==> src/rtl/sseg_scan_decoder.sv <==
`default_nettype none
// ============================================================================
// Module   : sseg_scan_decoder
// Purpose  : Receive-side monitor for a multiplexed seven-segment display bus.
//            Samples {an, sseg} every clock, waits for each lit digit to dwell
//            stably for STABLE_CYCLES samples, decodes the segment pattern back
//            to a hex nibble and reassembles an N_DIGITS-digit word. A one-cycle
//            frame_valid strobe is raised once every digit slot was captured.
// Ports    : clk         - system clock
//            rst_n       - asynchronous active-low reset
//            sseg[6:0]   - segment lines, bit 0 = a .. bit 6 = g, active-low
//            an[N-1:0]   - anode selects, active-low, one-hot-low when lit
//            value       - assembled word, nibble k = digit k
//            err_mask    - bit k set = digit k carried an illegal pattern
//            frame_valid - one-cycle pulse when value/err_mask update
//            timeout     - one-cycle idle-timeout pulse (0 unless enabled)
// Options  : define SSEG_FRAME_TIMEOUT_EN to drop partial frames after
//            TIMEOUT_CYCLES clocks without an accepted digit.
// Revision : 1.0 - initial release
// ============================================================================
module sseg_scan_decoder #(
  parameter int N_DIGITS       = 8,
  parameter int STABLE_CYCLES  = 4,
  parameter int CNT_W          = 3,
  parameter int TIMEOUT_CYCLES = 65535
) (
  input  logic                  clk,
  input  logic                  rst_n,
  input  logic [6:0]            sseg,
  input  logic [N_DIGITS-1:0]   an,
  output logic [4*N_DIGITS-1:0] value,
  output logic [N_DIGITS-1:0]   err_mask,
  output logic                  frame_valid,
  output logic                  timeout
);

  localparam int                  c_idx_w   = (N_DIGITS > 1) ? $clog2(N_DIGITS) : 1;
  localparam logic [CNT_W-1:0]    c_cnt_max = CNT_W'(STABLE_CYCLES - 1);
  localparam logic [N_DIGITS-1:0] c_all     = {N_DIGITS{1'b1}};

  // Sample register holds {an, sseg}
  logic [N_DIGITS+6:0]   r_smp;
  logic [CNT_W-1:0]      r_cnt;
  logic                  r_acc;
  logic [N_DIGITS-1:0]   r_cap;
  logic [N_DIGITS-1:0]   r_serr;
  logic [4*N_DIGITS-1:0] r_shadow;

  logic                  w_same;
  logic [N_DIGITS-1:0]   w_an_low;
  logic                  w_onehot;
  logic [c_idx_w-1:0]    w_idx;
  logic [4:0]            w_dec;
  logic                  w_accept;
  logic [N_DIGITS-1:0]   w_cap_next;
  logic [N_DIGITS-1:0]   w_serr_next;
  logic [4*N_DIGITS-1:0] w_shadow_next;
  logic                  w_frame_done;
  logic                  w_to_fire;

  // Inverse of the segment encoding table. Literals are written {g,f,e,d,c,b,a}
  // (bit 6 down to bit 0), active-low. Result is {illegal, nibble}.
  function automatic logic [4:0] f_decode(input logic [6:0] s);
    case (s)
      7'b1000000: f_decode = 5'h00;
      7'b1111001: f_decode = 5'h01;
      7'b0100100: f_decode = 5'h02;
      7'b0110000: f_decode = 5'h03;
      7'b0011001: f_decode = 5'h04;
      7'b0010010: f_decode = 5'h05;
      7'b0000010: f_decode = 5'h06;
      7'b1111000: f_decode = 5'h07;
      7'b0000000: f_decode = 5'h08;
      7'b0010000: f_decode = 5'h09;
      7'b0001000: f_decode = 5'h0A;
      7'b0000011: f_decode = 5'h0B;
      7'b0001001: f_decode = 5'h0C;
      7'b0100001: f_decode = 5'h0D;
      7'b0000110: f_decode = 5'h0E;
      7'b0000100: f_decode = 5'h0F;
      default:    f_decode = 5'h10;
    endcase
  endfunction

  assign w_same   = ({an, sseg} == r_smp);
  assign w_an_low = ~r_smp[N_DIGITS+6:7];
  // Exactly one anode low: non-zero and a power of two after inversion.
  assign w_onehot = (w_an_low != '0) &&
                    ((w_an_low & (w_an_low - N_DIGITS'(1))) == '0);
  assign w_dec    = f_decode(r_smp[6:0]);
  // r_acc limits acceptance to once per stable dwell.
  assign w_accept = (r_cnt == c_cnt_max) && !r_acc && w_onehot;

  always_comb begin
    w_idx = '0;
    for (int i = 0; i < N_DIGITS; i++) begin
      if (w_an_low[i]) w_idx = c_idx_w'(i);
    end
  end

  always_comb begin
    w_cap_next    = r_cap;
    w_serr_next   = r_serr;
    w_shadow_next = r_shadow;
    if (w_accept) begin
      w_cap_next[w_idx]           = 1'b1;
      w_serr_next[w_idx]          = w_dec[4];
      w_shadow_next[4*w_idx +: 4] = w_dec[3:0];
    end
  end

  // The frame closes on the accept that fills the last slot, so the
  // published word already contains that digit.
  assign w_frame_done = w_accept && (w_cap_next == c_all);

  always_ff @(posedge clk or negedge rst_n) begin
    if (!rst_n) begin
      r_smp       <= '1;
      r_cnt       <= '0;
      r_acc       <= 1'b0;
      r_cap       <= '0;
      r_serr      <= '0;
      r_shadow    <= '0;
      value       <= '0;
      err_mask    <= '0;
      frame_valid <= 1'b0;
    end else begin
      r_smp <= {an, sseg};

      if (!w_same) begin
        r_cnt <= '0;
        r_acc <= 1'b0;
      end else begin
        if (r_cnt != c_cnt_max) r_cnt <= r_cnt + 1'b1;
        if (w_accept)           r_acc <= 1'b1;
      end

      r_shadow    <= w_shadow_next;
      frame_valid <= w_frame_done;

      if (w_to_fire) begin
        r_cap  <= '0;
        r_serr <= '0;
      end else if (w_frame_done) begin
        r_cap    <= '0;
        r_serr   <= w_serr_next;
        value    <= w_shadow_next;
        err_mask <= w_serr_next;
      end else begin
        r_cap  <= w_cap_next;
        r_serr <= w_serr_next;
      end
    end
  end

`ifdef SSEG_FRAME_TIMEOUT_EN
  localparam int                  c_idle_w   = (TIMEOUT_CYCLES > 2) ? $clog2(TIMEOUT_CYCLES) : 1;
  localparam logic [c_idle_w-1:0] c_idle_max = c_idle_w'(TIMEOUT_CYCLES - 1);

  logic [c_idle_w-1:0] r_idle;

  // Fires on the TIMEOUT_CYCLES-th consecutive clock without an accept.
  assign w_to_fire = !w_accept && (r_idle == c_idle_max);

  always_ff @(posedge clk or negedge rst_n) begin
    if (!rst_n) begin
      r_idle  <= '0;
      timeout <= 1'b0;
    end else begin
      timeout <= w_to_fire;
      if (w_accept || w_to_fire) r_idle <= '0;
      else                       r_idle <= r_idle + 1'b1;
    end
  end
`else
  assign w_to_fire = 1'b0;
  assign timeout   = 1'b0;
`endif

endmodule
`default_nettype wire

==> config.mk <==
export PLATFORM = sky130hd
export DESIGN_NAME = sseg_scan_decoder
export DESIGN_NICKNAME = d
export VERILOG_FILES = /design/src/rtl/sseg_scan_decoder.sv
export SDC_FILE = /design/constraint.sdc
export NUM_CORES = 1
export LEC_CHECK = 0
export CORE_MARGIN = 4
export CORE_UTILIZATION = 56
export DETAILED_ROUTE_END_ITERATION = 8
export PLACE_DENSITY = 0.79
export SETUP_SLACK_MARGIN = 0.02
export SKIP_LAST_GASP = 1
export SLEW_MARGIN = 25
export SYNTH_ARGS = -nofsm -noshare
export SYNTH_HDL_FRONTEND = slang
export SYNTH_SLANG_ARGS = --single-unit
==> constraint.sdc <==
create_clock -name clk -period 3.46 [get_ports clk]
set_input_delay 0.865 -clock clk [delete_from_list [all_inputs] [get_ports clk]]
set_output_delay 0.865 -clock clk [all_outputs]
set_load 0.01 [all_outputs]
* After elaboration in Yosys (flattened, before gate mapping) *
Index checks and enable logic that the tools add are counted.

operators by class
  $add $sub $neg = 3
  order comparisons = 2
  equality and inequality tests = 21
  shifts and indexed selects = 2
  mux-type cells = 20
  bitwise gates (word level) = 3
  reduce and logical (&&, ||, !) cells = 9

operator list
  kind                       number
  $pmux W5 S16               1
  $neg A5 Y34                1
  $shift A4 B34 Y32 const A  1
  $shiftx A4 B34 Y32         1
  $bwmux W32                 1
  $mux W32                   1
  $mux W3                    8
  $mux W8                    3
  $eq A7 B5 Y1 const B       3
  $eq A7 B6 Y1 const B       3
  $eq A7 B7 Y1 const B       3
  $eq A15 B15 Y1             1
  $eq A7 B2 Y1 const B       2
  $eq A7 B3 Y1 const B       2
  $eq A7 B4 Y1 const B       2
  $and A8 B8 Y8              1
  $bwmux W8                  1
  $eq A8 B8 Y1 const B       1
  $logic_not A8 Y1           1
  $not A8 Y8                 1
  $or A8 B8 Y8               1
  $reduce_bool A8 Y1         1
  $sub A8 B1 Y8 const B      1
  $logic_not A7 Y1           1
  other kinds (10)           18

word-level totals
  bits in registers = 108
  bits of input ports = 17
  logic and storage cells = 69

* Depth between registers and ports, before layout *
  depth after elaboration = 17
  depth in mapped cells = 12

* Worst setup path after synthesis *
OpenSTA, ideal clock, no wires.

  path kind = register -> register
  start = register r_smp[12]
  end = register value[24]
  library setup time = 0.125 ns
  arrival = 3.015 ns
  data required time = 3.335 ns
  slack = 0.320 ns
  stages on the path, launching flop included = 10
  buffers on the path = 2
  path through = dfstp_2 > buf_2 > o21ai_0 > a31oi_1 > clkbuf_1 > ha_1 > ha_1 > nor4b_2 > mux2_2 > mux2_4

on the way
  elaborated cells on any way between the ends = 24
  those cells by class = add/sub: 2; order compare: 2; eq/ne: 1; shift: 2; mux: 8; bitwise: 3; reduce/logical: 6

RTL lines
  element                                                  line  RTL
  start: declaration                                       42    logic [N_DIGITS+6:0] r_smp;
  start signal: assignment                                 128   r_smp <= {an, sseg};
  $not A8 Y8 *                                             86    assign w_an_low = ~r_smp[N_DIGITS+6:7];
  $mux W3 (3 in series)                                    97    if (w_an_low[i]) w_idx = c_idx_w'(i);
  $neg A5 Y34                                              108   w_shadow_next[4*w_idx +: 4] = w_dec[3:0];
  $shiftx A4 B34 Y32 or $shift A4 B34 Y32 (tied branches)  108
  $bwmux W32                                               108
  $mux W32 *                                               105   if (w_accept) begin
  net w_shadow_next[24]                                    57    logic [4*N_DIGITS-1:0] w_shadow_next;
  end signal: assignment                                   147   value <= w_shadow_next;
  end: declaration                                         31    output logic [4*N_DIGITS-1:0] value,

The timed path passes the listed nets; every way through them passes the cells marked *.
A chain may end at the register's enable or synchronous reset.

* Worst setup path in the final report *
  start = register r_smp[9]
  end = register value[2]

on the way
  elaborated cells on any way between the ends = 27
  those cells by class = add/sub: 2; order compare: 2; eq/ne: 1; shift: 2; mux: 11; bitwise: 3; reduce/logical: 6

RTL lines
  element                                                  line
  $not A8 Y8 *                                             86
  $mux W3 (6 in series)                                    97
  $neg A5 Y34                                              108
  $shiftx A4 B34 Y32 or $shift A4 B34 Y32 (tied branches)  108
  $bwmux W32                                               108
  $mux W32 *                                               105
  net w_shadow_next[2]                                     57

Marks and branches as above.

==> impl_metrics.yaml <==
worst_setup_path:
  ff2ff_path_depth: 10
  worstPathMaxFanout: 11
  cpMaxStageDelayCell: "dfstp_2"
  reg2reg_to: "value[2]"
  regToRegStartpoint: "r_smp[9]"
  slowest_delay_ps: 670
  cp-end-kind: "register"
  crit_start: "r_smp[9]"
  rrSetupSlack_ps: 430
  crit_family: "flip-flops"
  start_kind: "register"
  path_common_cell: "ha_1"
  cp.required_ps: 3720
  critPathKind: "reg -> reg"
  crit_chain: "inv_2 > o21ai_1 > a31oi_1 > ha_1 > ha_1 > nand4b_1 > nor3_1 > o21ai_0 > mux2_2 > mux2_4"
  arrival_ps: 3290
  path_buf_inv: 1
detailed_routing:
  wirelength_um: 10500
  ant_nets: 0
  wl_per_cell_um: 18.7
  vias_per_cell: 5.79
  firstDrtPassIters: 4
  drcViolationCount: 0
  vias: 3262
  drt-initial-drc-count: 132
clock_network:
  clockBufferDepth: 2
  cts_setup_buffers: 0
  path_clk_slew_ps: 110
  tritoncts: "done"
  cts_made_buffers: 9
  htree_levels: 3
  root_buffer: "clkbuf_8"
  clock_sinks: 108
  insertion_delay_ps: 370
  cts_hold_buf: 0
  cts_resized: 0
global_routing:
  met2_usage: 0.320
  grt_use_met1: 0.288
  grt_max_degree: 46
  grtUsageMet3: 0.0462
  track_usage: 0.204
  grt_pass1_wl_um: 18100
  gr-total-overflow: 0
  antenna_found_initial: 0
  grt_pass1_vias: 3508
  busiest_layer: "met2"
cells_and_area:
  layout.cells.non_filler: 563
  nFillCells: 628
  area_growth_pct: 16.1
  diodes: 0
  drive_gt1_frac: 0.286
  nNetsFinal: 474
timing:
  period_needed_ps: 3030
  maxSlewHeadroom: 0.493
  grt_setup_unrepaired: "no"
  finClkSkew_ps: 9.29
  setup_violations: 0
  fin_crit_sh: 0.876
  finalHoldViolCount: 0
  fin_tns_setup_ps: 0
  finalWorstSetupSlack_ps: 430
  slew_viol_final: 0
  clock.fmax_mhz: 330
  max_slew.worst_pin.slew_ps: 759
placed_design:
  routabilityCongestion: 0.879
  dpl.hpwl_um: 7400
  portBuffers: 57
  dp_slack_ps: 478
  place_inst: 547
run:
  drv_cap: 0
worst_hold_path:
  min_path_type: "in -> async"
die:
  die_x_um: 105
  start_util: 0.588
  core_um2: 8890
  rows: 34
  dieHeight_um: 105
  die_area_um2: 10900
  top_level_ports: 59
yosys:
  ys_async_sr_fraction: 1.00
  synth_cell_types: 62
  synth_ff_type: "dfrtp_1"
  ys_seq_area_frac: 0.521
  synth-edff-count: 0
  ys_seq_elements: 108
  syn_area_um2: 5220
  synth_nets: 422
  yosys_warnings: 0
  synth_cells: 398
  syn_area_per_cell_um2: 13.1
outcome:
  status: "completed"
power_and_ir_drop:
  p_per_area_nw_per_um2: 371
  p_leak_nw: 2.88
  ir_worst_vdd_mv: 0.221
## sequential cells by signal, summed over array words and instances (netlist names)
signal	cells
err_mask	8
r_serr	8
r_cap	8
r_smp	15
r_shadow	32
value	32
r_acc	1
frame_valid	1
r_cnt	3
## power breakdown
group          switching (mW)  internal, mW
Sequential             0.0297          1.28
Combinational          0.0785        0.0551
Clock                   0.454         0.352
Total                   0.562          1.69
## cell families after synthesis
family | Yosys count | synth area share
AOI/OAI and AO/OA | 35 | 0.0505
xor gates and xnor gates | 18 | 0.0302
adders and majority gates | 8 | 0.0187
buffers and inverters | 31 | 0.0338
DFF | 108 | 0.521
muxes | 83 | 0.207
other | 1 | 0.000718
and+or+nand+nor | 114 | 0.138
## per-stage QoR
step	cell area, um2	power, mW	utilization	hold slack, ps
after CTS	6060	2.27	0.682	460
after global routing	6060	2.34	0.682	484
after detailed placement	5860	1.47	0.659	478
after floorplan	5220	1.40	-	451
after global placement	5860	1.46	0.659	467
final	6060	2.25	0.682	460
## worst reg2reg max path: stages, from the launching register on
cell and delay, ps:
dfstp_2 670, inv_2 40, o21ai_1 110, a31oi_1 140, ha_1 250, ha_1 420, nand4b_1 230, nor3_1 130
o21ai_0 280, mux2_2 380, mux2_4 270
## layer usage
layer | share of wire | vias to the layer above
li1 | - | 1525
met1 | 0.47 | 1641
met2 | 0.47 | 83
met3 | 0.043 | 13
met4 | 0.014 | 0
met5 | 0 | -
## cell type report
type	instances	area (um2)	share of cell area
Clock buffer	10	128	0.0210
Clock inverter	6	78.8	0.0130
Inverter	8	30.0	0.00495
Multi-Input combinational cell	259	2330	0.384
Sequential cell	108	2720	0.449
Tap cell	108	135	0.0223
Timing Repair Buffer	64	646	0.106
## cells in the mapped netlist, types with 3 or more instances
cell,count,area [um2]
a21oi_1,5,25.0
buf_4,4,30.0
nor3b_1,7,52.6
and3_1,6,37.5
mux2_4,39,586
dfrtp_1,93,2330
and3b_1,5,43.8
nor4b_2,3,45.0
nor3_1,7,35.0
nand2_1,16,60.1
nor3_2,3,30.0
ha_1,7,87.6
inv_2,3,11.3
nand3_1,4,20.0
o21ai_0,6,30.0
mux2_1,8,90.1
nand4b_1,3,26.3
clkbuf_1,8,30.0
buf_2,6,30.0
nor2_1,29,109
xor2_1,18,158
or3_1,3,18.8
o211ai_1,3,22.5
inv_1,5,18.8
dfstp_2,15,394
buf_6,5,56.3
mux2_2,33,372
nand4_1,3,18.8
nor4_1,6,37.5
nand2b_1,5,31.3
## worst max-delay path by stage
stage	endpoint	slack (ps)	cells past startpoint
6_report	value[2]	430	10
5_1_grt	value[2]	280	10
4_1_cts	value[1]	440	10
3_5_place_dp	value[1]	480	10
3_3_place_gp	value[3]	520	10
2_1_floorplan	value[24]	320	9
## cells in the final DEF (no fill, tap or decap), drive strengths merged, types with 8 or more instances in the layout
cell / instances
inv: 12
o21ai: 8
nor3: 10
nand2: 17
dfstp: 15
mux2: 80
buf: 8
xor2: 18
clkdlybuf4s50: 56
nor2: 29
clkbuf: 10
dfrtp: 93
Power figures use the tool's default switching activity.
